===== config.mk =====
export PLATFORM = sky130hd
export DESIGN_NAME = vis_frame_sequencer_flat
export DESIGN_NICKNAME = d
export VERILOG_FILES = /design/src/rtl/vis_frame_sequencer_if.sv /design/src/rtl/vis_frame_sequencer.sv /design/src/flat_wrapper.sv
export SDC_FILE = /design/constraint.sdc
export NUM_CORES = 1
export LEC_CHECK = 0
export ABC_CLOCK_PERIOD_IN_PS = 5800
export CAP_MARGIN = 20
export CORE_MARGIN = 5
export CORE_UTILIZATION = 45
export CTS_CLUSTER_DIAMETER = 40
export DETAILED_ROUTE_END_ITERATION = 16
export PLACE_DENSITY = 0.78
export SYNTH_ARGS = -nofsm -noshare
export SYNTH_HDL_FRONTEND = slang
export SYNTH_SLANG_ARGS = --single-unit

===== constraint.sdc =====
create_clock -name clk -period 5.8 [get_ports clk]
set_input_delay 1.16 -clock clk [delete_from_list [all_inputs] [get_ports clk]]
set_output_delay 1.16 -clock clk [all_outputs]
set_load 0.01 [all_outputs]

===== src/rtl/vis_frame_sequencer_if.sv =====
// Handshake bundle between the frame sequencer and the upstream producer / visualizer stages.
// master is the sequencer side; slave is the producer/stage side.
interface vis_frame_sequencer_if #(
    parameter int unsigned CNT_W = 8
);
    logic             frame_valid_i;
    logic             frame_ready_o;
    logic             latch_o;
    logic             amp_start_o;
    logic             amp_done_i;
    logic             hue_start_o;
    logic             hue_done_i;
    logic             count_start_o;
    logic             count_done_i;
    logic             color_start_o;
    logic             color_done_i;
    logic             led_start_o;
    logic             led_done_i;
    logic             busy_o;
    logic [1:0]       phase_o;
    logic             timeout_o;
    logic [CNT_W-1:0] frames_done_o;
    logic [CNT_W-1:0] frames_dropped_o;

    modport master (
        input  frame_valid_i, amp_done_i, hue_done_i, count_done_i, color_done_i, led_done_i,
        output frame_ready_o, latch_o, amp_start_o, hue_start_o, count_start_o, color_start_o,
        output led_start_o, busy_o, phase_o, timeout_o, frames_done_o, frames_dropped_o
    );

    modport slave (
        output frame_valid_i, amp_done_i, hue_done_i, count_done_i, color_done_i, led_done_i,
        input  frame_ready_o, latch_o, amp_start_o, hue_start_o, count_start_o, color_start_o,
        input  led_start_o, busy_o, phase_o, timeout_o, frames_done_o, frames_dropped_o
    );
endinterface


===== src/rtl/vis_frame_sequencer.sv =====
// Walks one audio frame through preprocess -> map -> LED phases with start/done handshakes,
// per-phase timeouts, a completed-frame counter and a saturating dropped-frame counter.
module vis_frame_sequencer #(
    parameter int unsigned TIMEOUT = 1023,
    parameter int unsigned CNT_W   = 8
) (
    input logic                   clk,
    input logic                   rst,
    vis_frame_sequencer_if.master bus
);
    localparam int unsigned TmrW = $clog2(TIMEOUT + 1);
    localparam logic [TmrW-1:0] TmrMax = TmrW'(TIMEOUT);

    typedef enum logic [1:0] {
        StIdle = 2'd0,
        StPre  = 2'd1,
        StMap  = 2'd2,
        StLed  = 2'd3
    } state_e;

    state_e           state_q, state_d;
    logic [TmrW-1:0]  tmr_q, tmr_d;
    logic             seen_a_q, seen_a_d;
    logic             seen_b_q, seen_b_d;
    logic             timeout_q, timeout_d;
    logic [CNT_W-1:0] done_cnt_q, done_cnt_d;
    logic [CNT_W-1:0] drop_cnt_q, drop_cnt_d;

    logic first_cycle;
    logic expired;
    logic done_a, done_b;
    logic hit_a, hit_b;
    logic complete;

    always_ff @(posedge clk or negedge rst) begin
        if (!rst) begin
            state_q    <= StIdle;
            tmr_q      <= '0;
            seen_a_q   <= 1'b0;
            seen_b_q   <= 1'b0;
            timeout_q  <= 1'b0;
            done_cnt_q <= '0;
            drop_cnt_q <= '0;
        end else begin
            state_q    <= state_d;
            tmr_q      <= tmr_d;
            seen_a_q   <= seen_a_d;
            seen_b_q   <= seen_b_d;
            timeout_q  <= timeout_d;
            done_cnt_q <= done_cnt_d;
            drop_cnt_q <= drop_cnt_d;
        end
    end

    always_comb begin
        first_cycle = (tmr_q == '0);
        expired     = (tmr_q == TmrMax);
        done_a      = 1'b0;
        done_b      = 1'b0;
        // The LED phase has a single done; its second slot is treated as always present.
        case (state_q)
            StPre: begin
                done_a = bus.amp_done_i;
                done_b = bus.hue_done_i;
            end
            StMap: begin
                done_a = bus.count_done_i;
                done_b = bus.color_done_i;
            end
            StLed: begin
                done_a = bus.led_done_i;
                done_b = 1'b1;
            end
            default: ;
        endcase
        // Dones during the start cycle belong to a previous request and are ignored.
        hit_a    = done_a & ~first_cycle;
        hit_b    = done_b & ~first_cycle;
        complete = (seen_a_q | hit_a) & (seen_b_q | hit_b);

        state_d    = state_q;
        tmr_d      = tmr_q + TmrW'(1);
        seen_a_d   = seen_a_q | hit_a;
        seen_b_d   = seen_b_q | hit_b;
        timeout_d  = timeout_q;
        done_cnt_d = done_cnt_q;
        drop_cnt_d = drop_cnt_q;

        case (state_q)
            StIdle: begin
                tmr_d = '0;
                if (bus.frame_valid_i) state_d = StPre;
            end
            StPre, StMap, StLed: begin
                if (complete) begin
                    unique case (state_q)
                        StPre:   state_d = StMap;
                        StMap:   state_d = StLed;
                        default: begin
                            state_d    = StIdle;
                            done_cnt_d = done_cnt_q + CNT_W'(1);
                        end
                    endcase
                end else if (expired) begin
                    state_d   = StIdle;
                    timeout_d = 1'b1;
                end
            end
            default: state_d = StIdle;
        endcase

        if (state_d != state_q) begin
            tmr_d    = '0;
            seen_a_d = 1'b0;
            seen_b_d = 1'b0;
        end

        if (bus.frame_valid_i && state_q != StIdle && drop_cnt_q != '1) begin
            drop_cnt_d = drop_cnt_q + CNT_W'(1);
        end
    end

    always_comb begin
        bus.frame_ready_o    = (state_q == StIdle);
        bus.latch_o          = (state_q == StIdle) & bus.frame_valid_i;
        bus.amp_start_o      = (state_q == StPre) & first_cycle;
        bus.hue_start_o      = (state_q == StPre) & first_cycle;
        bus.count_start_o    = (state_q == StMap) & first_cycle;
        bus.color_start_o    = (state_q == StMap) & first_cycle;
        bus.led_start_o      = (state_q == StLed) & first_cycle;
        bus.busy_o           = (state_q != StIdle);
        bus.phase_o          = state_q;
        bus.timeout_o        = timeout_q;
        bus.frames_done_o    = done_cnt_q;
        bus.frames_dropped_o = drop_cnt_q;
    end
endmodule


===== src/flat_wrapper.sv =====
// flat-port wrapper written by rule: the top's interface ports become plain ports
module vis_frame_sequencer_flat 
#(
    parameter int unsigned TIMEOUT = 1023,
    parameter int unsigned CNT_W   = 8
)
  (clk, rst, bus_frame_valid_i, bus_amp_done_i, bus_hue_done_i, bus_count_done_i, bus_color_done_i, bus_led_done_i, bus_frame_ready_o, bus_latch_o, bus_amp_start_o, bus_hue_start_o, bus_count_start_o, bus_color_start_o, bus_led_start_o, bus_busy_o, bus_phase_o, bus_timeout_o, bus_frames_done_o, bus_frames_dropped_o);
  vis_frame_sequencer_if #(.CNT_W(CNT_W)) bus_i ();
  input logic clk;
  input logic rst;
  input wire logic [$bits(bus_i.frame_valid_i)-1:0] bus_frame_valid_i;
  input wire logic [$bits(bus_i.amp_done_i)-1:0] bus_amp_done_i;
  input wire logic [$bits(bus_i.hue_done_i)-1:0] bus_hue_done_i;
  input wire logic [$bits(bus_i.count_done_i)-1:0] bus_count_done_i;
  input wire logic [$bits(bus_i.color_done_i)-1:0] bus_color_done_i;
  input wire logic [$bits(bus_i.led_done_i)-1:0] bus_led_done_i;
  output wire logic [$bits(bus_i.frame_ready_o)-1:0] bus_frame_ready_o;
  output wire logic [$bits(bus_i.latch_o)-1:0] bus_latch_o;
  output wire logic [$bits(bus_i.amp_start_o)-1:0] bus_amp_start_o;
  output wire logic [$bits(bus_i.hue_start_o)-1:0] bus_hue_start_o;
  output wire logic [$bits(bus_i.count_start_o)-1:0] bus_count_start_o;
  output wire logic [$bits(bus_i.color_start_o)-1:0] bus_color_start_o;
  output wire logic [$bits(bus_i.led_start_o)-1:0] bus_led_start_o;
  output wire logic [$bits(bus_i.busy_o)-1:0] bus_busy_o;
  output wire logic [$bits(bus_i.phase_o)-1:0] bus_phase_o;
  output wire logic [$bits(bus_i.timeout_o)-1:0] bus_timeout_o;
  output wire logic [$bits(bus_i.frames_done_o)-1:0] bus_frames_done_o;
  output wire logic [$bits(bus_i.frames_dropped_o)-1:0] bus_frames_dropped_o;
  assign bus_i.frame_valid_i = bus_frame_valid_i;
  assign bus_i.amp_done_i = bus_amp_done_i;
  assign bus_i.hue_done_i = bus_hue_done_i;
  assign bus_i.count_done_i = bus_count_done_i;
  assign bus_i.color_done_i = bus_color_done_i;
  assign bus_i.led_done_i = bus_led_done_i;
  assign bus_frame_ready_o = bus_i.frame_ready_o;
  assign bus_latch_o = bus_i.latch_o;
  assign bus_amp_start_o = bus_i.amp_start_o;
  assign bus_hue_start_o = bus_i.hue_start_o;
  assign bus_count_start_o = bus_i.count_start_o;
  assign bus_color_start_o = bus_i.color_start_o;
  assign bus_led_start_o = bus_i.led_start_o;
  assign bus_busy_o = bus_i.busy_o;
  assign bus_phase_o = bus_i.phase_o;
  assign bus_timeout_o = bus_i.timeout_o;
  assign bus_frames_done_o = bus_i.frames_done_o;
  assign bus_frames_dropped_o = bus_i.frames_dropped_o;
  vis_frame_sequencer #(.TIMEOUT(TIMEOUT), .CNT_W(CNT_W)) u_core (.clk(clk), .rst(rst), .bus(bus_i));
endmodule

==> PnR_summary.wiki, run 1 <==
{| class="wikitable"
! Metric !! Value
|-
| Status || finished, final reports clean
|-
| Clock group share of total power || 17.9%
|-
| Portion of total power attributed to combinational logic || 48.6%
|-
| CTS Hold Bufs || 0
|-
| Post-detailed-placement half-perimeter wirelength || 2693 um
|-
| Final net count || 211
|-
| # placed instances || 235
|-
| Crit Path Max Fanout || 18
|-
| Top FF cell, synth || dfrtp_1
|-
| Final hold viol count || 0
|-
| Share of the synthesized area in the top cell type || 44.07%
|-
| RSZ-0062 raised after global routing || false
|-
| GRT overflow || 0
|-
| Avg Synthesized Cell Area || 11.07 um^2
|-
| Ant. Diodes || 0
|-
| Data arrival, critical path || 2.72 ns
|-
| Dominant delay contributor by cell family on the critical path || buffers and inverters
|-
| Net Switching || 0.4131 mW
|-
| Syn-to-layout area delta || 25.44%
|-
| Smallest hold slack || 0.4676 ns
|-
| Routed WL || 3710 um
|-
| FF+latch count, synth || 31
|-
| Most repeated cell in the gate-level netlist after synthesis || dfrtp_1
|-
| Layout cells sized above 1 || 11.79%
|-
| CTS resizes || 0
|-
| Kind of critical path || reg2out
|-
| Final standard cell count with taps included and fillers excluded || 243
|-
| Critical path's largest stage delay || 0.60 ns
|-
| Crit path launch type || register
|-
| Syn Std Cell Area || 1760 um^2
|-
| Relative slew slack || 57.16%
|-
| Root buffer cell || clkbuf_8
|-
| Clock slew seen by the registers of the worst setup and hold paths || 0.06 ns
|-
| Area of the placeable core || 3716 um^2
|-
| Antenna Violating Nets Remaining || 0
|-
| Clock tree from TritonCTS || built
|-
| Wire length of the first global-routing pass || 6582 um
|-
| Post-synth EDFFs || 0
|-
| Flop pwr share || 33.6%
|-
| Count of unresolved DRC violations after routing || 0
|-
| Row count || 22
|-
| Routed length per placed instance || 15.27 um
|-
| Leading cell types by count after synthesis || dfrtp_1 (31), nor4_1 (13), xor2_1 (13)
|-
| Drt first-iter violations || 70
|-
| Count of port buffers added during placement || 34
|-
| Fraction of synthesis flops using an asynchronous set or reset pin || 100.0%
|-
| Worst hold path startpoint || u_core.bus.frames_done_o[7]
|-
| Post-DR vias/cell || 5.502
|-
| Register-to-register setup slack || 2.87 ns
|-
| Final setup violation count || 0
|-
| Number of antenna violations at the first check in global routing || 0
|-
| Crit share post-route || 66.84%
|-
| Total die area || 5263 um^2
|-
| Cell type with the highest aggregate area in the netlist || dfrtp_1
|-
| Clk buf depth || 2
|-
| First-pass detailed-route iteration total || 4
|-
| Count of buffers added by post-CTS timing repair for setup || 0
|-
| Vias in the first global route || 1,409
|-
| Cts bufs inserted || 5
|-
| Met2 Routed Length || 1631 um
|-
| Final critical-path required period || 3.877 ns
|-
| Min-Delay Path Class || reg2reg
|-
| Clk_skew || 0.005150 ns
|-
| RR Startpoint || u_core.bus.phase_o[0]
|-
| Met3 Routed Length || 227 um
|-
| I/O Pins || 35
|-
| Overall power consumption || 1.025 mW
|-
| Uppermost routed layer || met4
|-
| Routability congestion estimate from global placement || 0.8132
|-
| Setup crit end kind || primary output
|-
| WP data required || 4.64 ns
|-
| Reg2reg end || u_core.tmr_q[2]
|-
| Number of distinct library cells after synthesis || 41
|-
| Buffers and inverters on the worst path || 3
|-
| Share of the yosys chip area belonging to registers || 44.07%
|-
| Terminating pin of the worst hold path || u_core.bus.frames_done_o[7]
|-
| Critical path, cell by cell || inv_1, ha_1, clkinv_1, nor2_1, clkdlybuf4s50_1
|-
| CP max-delay cell || ha_1
|-
| Largest net degree at the start of global routing || 32
|-
| Pint || 0.6119 mW
|-
| Count of H-tree levels built during CTS || 2
|-
| Synthesized instance count || 159
|-
| IR Drop Worst-Case VDD || 0.0002814 V
|-
| Detailed-routing wirelength on met1 || 1805 um
|-
| Total Neg Setup Slack || 0 ns
|-
| Insertion delay to the later sink of the worst-skew pair || 0.28 ns
|-
| Final Max Tran Viols || 0
|-
| Vertical die dimension || 72.55 um
|-
| Via total after detailed routing || 1,337
|-
| Sink count of the clock tree || 31
|-
| Cells taking the most area after synthesis || dfrtp_1 (44%), xor2_1 (6.5%), ha_1 (6.4%)
|-
| Effective utilization at floorplan || 47.37%
|-
| Hold Path Depth || 1
|-
| Max-cap violations || 0
|-
| Horizontal extent of the die || 72.55 um
|-
| Least-Margin Pin Slew || 0.6387 ns
|-
| FMAX || 0.2579 GHz
|-
| Syn_nets || 176
|-
| Net switching fraction of the power || 40.30%
|-
| Power density normalized to cell area || 464.2 nW/um^2
|-
| Global-route usage over all layers || 16.05%
|-
| Total of warnings raised by yosys || 0
|-
| Depth of the most critical reg-to-reg path || 6
|-
| Leakage || 0.9139 nW
|}
[state kept, by name (all words and copies together), names as in the netlist]
name                         flops
u_core.bus.frames_done_o         8
u_core.bus.frames_dropped_o      8
u_core.bus.phase_o               2
u_core.bus.timeout_o             1
u_core.seen_a_q                  1
u_core.seen_b_q                  1
u_core.tmr_q                    10
[per-stage QoR]
| step | area, um^2 | utilization, % | setup slack, ns |
|---|---|---|---|
| after CTS | 2208 | 59.43 | 1.921 |
| after global routing | 2208 | 59.43 | 1.704 |
| final | 2208 | 59.43 | 1.923 |
| after detailed placement | 2108 | 56.73 | 2.237 |
| after floorplan | 1760 | - | 3.179 |
| after global placement | 2108 | 56.73 | 2.237 |
[layer usage]
metal / vias to the layer above / global-route usage (%)
li1: 658 / -
met1: 639 / 20.78
met2: 35 / 24.65
met3: 5 / 6.094
met4: 0 / 5.328
met5: - / 0
[cell type report]
type | count | area [um^2]
fillers | 317 | 1508
multi-input cells | 115 | 902.1
flip-flops and latches | 31 | 775.7
repair buffers | 35 | 347.8
clock buffers | 8 | 100.1
well taps | 48 | 60.06
inverters | 6 | 22.52
[cell families (layout without fill, tap and decap cells)]
logic type	count (synthesis)	count (layout)	share of synthesized area [%]
adders and majority gates	9	9	6.397
buffers and inverters	13	49	4.690
AOI/OAI and AO/OA	16	16	9.950
and+or+nand+nor	64	64	21.68
xor gates and xnor gates	24	24	11.94
DFF	31	31	44.07
muxes	2	2	1.279
[layout by cell type, fill, tap and decap left out, drive strengths merged, types with 3 or more instances in the layout]
cell type	netlist	layout
clkbuf	2	8
xor2	13	13
and2	3	3
xnor2	11	11
dfrtp	31	31
ha	9	9
nand4	9	9
nor3	5	5
nand3	8	8
inv	5	5
nor4	14	14
clkdlybuf4s50	0	34
nand2	6	6
and3	4	4
nor2	9	9
o21ai	4	4
[power groups by stage]
stage / Combinational (mW) / Sequential (mW) / Clock [mW]
after floorplan: 0.339 / 0.350 / 0
after global placement: 0.487 / 0.341 / 0
after detailed placement: 0.500 / 0.347 / 0
after CTS: 0.501 / 0.344 / 0.188
after global routing: 0.549 / 0.355 / 0.200
final: 0.498 / 0.344 / 0.183
[worst register-to-register path, delay by kind of cell, from the launching register on]
kind | cells | cell delay (ns)
buffers and inverters | 2 | 0.62
AOI/OAI and AO/OA | 2 | 0.99
adders and majority gates | 1 | 0.60
and+or+nand+nor | 1 | 0.09
DFF | 1 | 0.48
[worst max path at each step]
stage,start,end,slack (ns),depth (start not counted)
after global placement,bus_frame_valid_i,bus_latch_o,2.24,4
after CTS,u_core.bus.phase_o[0],bus_latch_o,1.92,5
after detailed placement,u_core.bus.phase_o[0],bus_latch_o,2.24,5
after global routing,u_core.bus.phase_o[1],bus_latch_o,1.70,5
final,u_core.bus.phase_o[0],bus_latch_o,1.92,5
after floorplan,u_core.bus.phase_o[0],bus_latch_o,3.18,5
Power figures use the tool's default switching activity.
==> inputs of run 2 (changes only) <==
Settings changed: ABC_CLOCK_PERIOD_IN_PS 5800 to 3700.
Clock period 5.8 ns to 3.7 ns, I/O delays scaled along.
==> run 2 against run 1 <==
Register-to-register slack got worse by 2.0 ns. Sequential power rose by 56%. Die area did not move. Combinational power rose by 58%. Utilization fell by 0.54 points. Cell count fell by 0.41%. Setup slack got worse by 1.4 ns. Via count rose by 1.6%. Clock-buffer cell count fell by 2.
==> PnR_summary.wiki, run 2 (synthesis gave the netlist of run 1 again) <==
{| class="wikitable"
! Metric !! Value
|-
| Status || finished, final reports clean
|-
| Setup slack of the critical path after layout || 0.5132 ns
|-
| Most used cells in the layout excluding fill and tap cells || clkdlybuf4s50_1 (34), dfrtp_1 (31), xor2_1 (13), nor4_1 (13), xnor2_1 (11)
|-
| Final setup violation count || 0
|-
| Crit path launch type || register
|-
| Crit Path Max Fanout || 18
|-
| CP max-delay cell || ha_1
|-
| Count of buffers added by post-CTS timing repair for setup || 0
|-
| Global-route met3 utilization || 5.817%
|-
| Post-detailed-placement half-perimeter wirelength || 2666 um
|-
| Min-Delay Path Class || reg2reg
|-
| Dominant delay contributor by cell family on the critical path || buffers and inverters
|-
| Global-route usage over all layers || 15.38%
|-
| Largest net degree at the start of global routing || 32
|-
| Busiest grt layer || met2
|-
| Final net count || 212
|-
| Insertion delay to the later sink of the worst-skew pair || 0.28 ns
|-
| Total die area || 5263 um^2
|-
| Clk_skew || 0.005920 ns
|-
| Final hold viol count || 0
|-
| Ant. Diodes || 0
|-
| Met1 Usage GRT || 20.42%
|-
| Number of fillers in the final layout || 317
|-
| Vertical die dimension || 72.55 um
|-
| Area of the placeable core || 3716 um^2
|-
| CTS Hold Bufs || 0
|-
| Layout cells sized above 1 || 11.34%
|-
| Count of port buffers added during placement || 34
|-
| Wire length of the first global-routing pass || 6334 um
|-
| I/O Pins || 35
|-
| Row count || 22
|-
| Final Max Tran Viols || 0
|-
| Count of unresolved DRC violations after routing || 0
|-
| CTS resizes || 0
|-
| Root buffer cell || clkbuf_8
|-
| Flip-flop count of the largest register after layout || 10
|-
| Smallest hold slack || 0.4641 ns
|-
| Via total after detailed routing || 1,359
|-
| Clk buf depth || 2
|-
| Post-route cell area || 2188 um^2
|-
| Register ranked first by flip-flop count || u_core.tmr_q
|-
| Leakage || 0.9040 nW
|-
| Cell Area, Placed || 2116 um^2
|-
| Critical path, cell by cell || inv_1, ha_1, clkinv_1, nor2_1, clkdlybuf4s50_1
|-
| Share of the core filled with cells || 58.89%
|-
| Power density normalized to cell area || 714.1 nW/um^2
|-
| Max-cap violations || 0
|-
| Final standard cell count with taps included and fillers excluded || 242
|-
| Routed WL || 3723 um
|-
| Total Neg Setup Slack || 0 ns
|-
| WP data required || 2.96 ns
|-
| Relative slew slack || 57.76%
|-
| Final critical-path required period || 3.187 ns
|-
| Crit share post-route || 86.13%
|-
| IR Drop Worst-Case VDD || 0.0003594 V
|-
| Least-Margin Pin Slew || 0.6337 ns
|-
| Count of H-tree levels built during CTS || 2
|-
| Setup crit end kind || primary output
|-
| Number of antenna violations at the first check in global routing || 0
|-
| M2 GR Usage || 22.44%
|-
| Most frequent standard cell in the layout excluding fill and tap cells || clkdlybuf4s50_1
|-
| Effective utilization at floorplan || 47.37%
|-
| Antenna Violating Nets Remaining || 0
|-
| Syn-to-layout area delta || 24.31%
|-
| Kind of critical path || reg2out
|-
| Buffers and inverters on the worst path || 3
|-
| Overall power consumption || 1.563 mW
|-
| Cts bufs inserted || 5
|-
| Sink count of the clock tree || 31
|-
| Horizontal extent of the die || 72.55 um
|-
| Post-DR vias/cell || 5.616
|-
| Routed length per placed instance || 15.38 um
|-
| Critical path's largest stage delay || 0.59 ns
|-
| Data arrival, critical path || 2.45 ns
|-
| RSZ-0062 raised after global routing || false
|-
| FMAX || 0.3138 GHz
|-
| # placed instances || 236
|-
| DP Worst Slack || 0.8297 ns
|-
| GRT overflow || 0
|-
| Drt first-iter violations || 68
|-
| Vias in the first global route || 1,385
|-
| Routability congestion estimate from global placement || 0.8563
|-
| Clock slew seen by the registers of the worst setup and hold paths || 0.06 ns
|-
| First-pass detailed-route iteration total || 4
|-
| Clock tree from TritonCTS || built
|}
-- run 2: cell type report --
type	count	area, um^2	area share, %
inverters	6	22.52	1.029
well taps	48	60.06	2.744
repair buffers	36	355.3	16.24
multi-input cells	115	902.1	41.22
flip-flops and latches	31	775.7	35.45
clock buffers	6	72.57	3.316
-- run 2: worst reg2reg max path, cell delays in order, from the launching register on --
cell	delay (ns)
dfrtp_1	0.47
inv_1	0.20
ha_1	0.59
clkinv_1	0.20
buf_4	0.21
a31oi_4	0.44
o221a_2	0.44
nor4_1	0.09
-- run 2: final timing paths --
| check | from | endpoint | slack, ns | cells past startpoint |
|---|---|---|---|---|
| worst max-delay path | u_core.bus.phase_o[0] | bus_latch_o | 0.51 | 5 |
| worst min-delay path | u_core.bus.frames_done_o[7] | u_core.bus.frames_done_o[7] | 0.46 | 1 |
| worst max register to register | u_core.bus.phase_o[0] | u_core.tmr_q[7] | 0.92 | 7 |
| worst min register to register | u_core.bus.frames_done_o[7] | u_core.bus.frames_done_o[7] | 0.46 | 1 |
| max in group asynchronous | rst | u_core.bus.phase_o[1] | 2.55 | 2 |
| min in group asynchronous | rst | u_core.tmr_q[5] | 0.85 | 2 |
-- run 2: routing by layer --
layer | part of all wire, % | wire [um]
met1 | 47 | 1738
met2 | 45 | 1679
met3 | 6.7 | 251
met4 | 1.4 | 53
met5 | 0 | 0
-- run 2: power by group --
group | switching, mW | total [mW] | internal, mW
clock network | 0.111 | 0.236 | 0.125
logic | 0.417 | 0.789 | 0.372
registers | 0.113 | 0.538 | 0.425
==> patch: new RTL, config.mk and constraints of run 1 <==
`CNT_W` is set to 8 in 3 places; all go to 10.
--- a/src/rtl/vis_frame_sequencer_if.sv
+++ b/src/rtl/vis_frame_sequencer_if.sv
@@ -2,5 +2,5 @@
 // master is the sequencer side; slave is the producer/stage side.
 interface vis_frame_sequencer_if #(
-    parameter int unsigned CNT_W = 8
+    parameter int unsigned CNT_W = 10
 );
     logic             frame_valid_i;
--- a/src/rtl/vis_frame_sequencer.sv
+++ b/src/rtl/vis_frame_sequencer.sv
@@ -3,5 +3,5 @@
 module vis_frame_sequencer #(
     parameter int unsigned TIMEOUT = 1023,
-    parameter int unsigned CNT_W   = 8
+    parameter int unsigned CNT_W   = 10
 ) (
     input logic                   clk,
--- a/src/flat_wrapper.sv
+++ b/src/flat_wrapper.sv
@@ -3,5 +3,5 @@
 #(
     parameter int unsigned TIMEOUT = 1023,
-    parameter int unsigned CNT_W   = 8
+    parameter int unsigned CNT_W   = 10
 )
   (clk, rst, bus_frame_valid_i, bus_amp_done_i, bus_hue_done_i, bus_count_done_i, bus_color_done_i, bus_led_done_i, bus_frame_ready_o, bus_latch_o, bus_amp_start_o, bus_hue_start_o, bus_count_start_o, bus_color_start_o, bus_led_start_o, bus_busy_o, bus_phase_o, bus_timeout_o, bus_frames_done_o, bus_frames_dropped_o);
Ports: changed (resized bus_frames_done_o and bus_frames_dropped_o); port bits go from 35 to 39. The function was not compared with the original's and may differ.
==> patch against run 1 <==
Global-route usage shrank 0.49 points; critical path type is now in2out; die area is 8.9% higher; maximum frequency rose by 8.7%; wire length is 7.0% higher; count of clock-buffer cells in the layout down 1; design area rose by 11%; area after synthesis rose by 10%; largest cell class unchanged; setup slack improved by 0.31 ns; sequential cell count grew 4; total power rose by 4.4%.
==> patch: results (changes against run 1) <==
Hold path
  – Hold Path Class: reg2reg
  – Min-Delay Endpoint: u_core.bus.frames_done_o[9]
  – Hold Startpoint: u_core.bus.frames_done_o[9]
  – Hold Path Stages: 1 (unchanged)

STA
  – Worst Tran Pin Value: 0.5696 ns (-0.06913 ns)
  – Hold WS: 0.4704 ns (+0.002703 ns)
  – Final Max Slew Viols: 0 (unchanged)
  – Clk_skew: 0.003643 ns (-0.001507 ns)

Synthesis
  – Ys Warns: 0 (unchanged)
  – Seq/Total Area, Yosys: 45.07% (+1.0 points)
  – Synth cell count leaders: 35 x dfrtp_1, 15 x xor2_1, 12 x nand3_1, 11 x a21oi_1, 11 x xnor2_1
  – Synth area leaders: dfrtp_1 45%, xor2_1 6.8%, ha_1 5.8%
  – Syn_nets: 200 (+14%)
  – Top FF cell, synth: dfrtp_1
  – Post-synth cell types: 47 (+15%)

Final layout
  – FILL cells: 367 (+16%)
  – Inserted Diodes: 0 (unchanged)
  – Area Overhead vs Synth: 26.14%
  – Fraction of layout cells with a size suffix above 1: 10.27% (-1.5 points)
  – Nets: 240 (+14%)

Routing
  – Detailed-route wire length: 3.971 mm (+7.0%)
  – Initial DRC count: 90 (+29%)
  – First-pass iteration count of the detailed router: 4 (unchanged)
  – Via count: 1489 (+11%)

Clock tree
  – Clock slew at reported path FFs: 0.07 ns
  – Post-CTS sizing: 0 (unchanged)
  – Clk_lat worst skew: 0.29 ns
  – Root Buffer: clkbuf_8
  – Num CTS Buffers: 5 (unchanged)
  – H-tree Lvls: 2 (unchanged)
  – CTS max path bufs: 2 (unchanged)
  – Post-CTS setup buffers: 0 (unchanged)

Worst setup path
  – Critical-path maximum fanout: 5 (-13)
  – R2r startpoint: u_core.bus.phase_o[0]
  – Flop-to-flop setup slack: 3.31 ns (+0.44 ns)
  – CP Data Arrival Time: 2.41 ns (-0.31 ns)
  – Peak per-stage delay on the critical path: 0.54 ns (-0.06 ns)
  – RR Endpoint: u_core.tmr_q[2]
  – Critical path's slowest cell: clkdlybuf4s50_1
  – Worst r2r path cells: 6 (unchanged)

Placement
  – Final Wtd Congestion: 0.7752 (-4.7%)
  – PortBufs: 38 (+12%)
  – Post-DP HPWL: 2.842 mm (+5.5%)
  – Dpl cell area: 2347 sq um (+11%)
  – Dpl ws: 2.229 ns (-0.008300 ns)

Run status
  – Outcome: finished, final reports clean

Global routing
  – Largest net degree at the start of global routing: 36 (+13%)
  – First-pass GRT wire length: 6.734 mm (+2.3%)
  – Total track usage: 15.56% (-0.49 points)

Power
  – Peak supply drop: 253.0 uV (-10%)
  – Leakage: 1.066 nW (+17%)
[patch: cell count changes after synthesis, sizes merged, moves of 4 or more]
cell | before | now
nand3 | 8 | 13
dfrtp | 31 | 35
nor4 | 14 | 6
nand2 | 6 | 10
a21oi | 2 | 13
nor2b | 0 | 4
[patch: worst reg2reg max path: cells and delay by family, from the launching register on]
| family | cells | cell delay, ns |
|---|---|---|
| AND/OR/NAND/NOR | 1 | 0.64 |
| flip-flops | 1 | 0.51 |
| AO/OA/AOI/OAI | 2 | 0.46 |
| buffers and inverters | 2 | 0.44 |
| adder cells (fa/ha/maj) | 1 | 0.37 |
[patch: where the power goes]
| part | switching, mW | internal (mW) |
|---|---|---|
| registers | 0.0712 | 0.298 |
| clock network | 0.0871 | 0.108 |
| logic | 0.268 | 0.238 |
| total | 0.426 | 0.644 |
[patch: layout make-up]
type                       instances  area share (%)
tap                               50           2.552
timing repair buffer              39           15.82
multi-input combinational        134           40.43
clock inverter                     1          0.3063
inverter                           8           1.225
sequential                        35           35.73
clock buffer                       7           3.931
[patch: worst max-delay path by stage]
stage	from	to	slack (ns)	cells past startpoint
after floorplan	u_core.bus.phase_o[0]	bus_latch_o	3.31	4
after global placement	bus_frame_valid_i	bus_latch_o	2.23	3
after detailed placement	bus_frame_valid_i	bus_latch_o	2.23	3
after CTS	bus_frame_valid_i	bus_latch_o	2.23	3
after global routing	bus_frame_valid_i	bus_latch_o	2.18	3
final	bus_frame_valid_i	bus_latch_o	2.23	3
[patch: per-stage QoR]
step / power (mW) / std cells
4_1_cts: 1.081 / 274
3_5_place_dp: 0.8798 / 266
6_report: 1.070 / 274
5_1_grt: 1.147 / 274
2_1_floorplan: 0.7087 / 183
3_3_place_gp: 0.8710 / 266
[patch: logic make-up (layout without fill, tap and decap cells)]
logic type | Yosys count | in the layout | share of synthesized area, %
xor+xnor | 26 | 26 | 11.72
simple gates | 66 | 66 | 19.38
flops | 35 | 35 | 45.07
fa+ha+maj | 9 | 9 | 5.795
buf+inv | 14 | 55 | 3.927
compound gates | 30 | 30 | 12.36
mux | 3 | 3 | 1.738
[patch: metal layers]
| metal | vias up | track usage, % | share of wire, % |
|---|---|---|---|
| met5 | - | 0 | 0 |
| met4 | 0 | 5.437 | 1.4 |
| met1 | 714 | 19.10 | 44 |
| met3 | 6 | 5.145 | 5.2 |
| li1 | 737 | - | - |
| met2 | 32 | 25.70 | 49 |
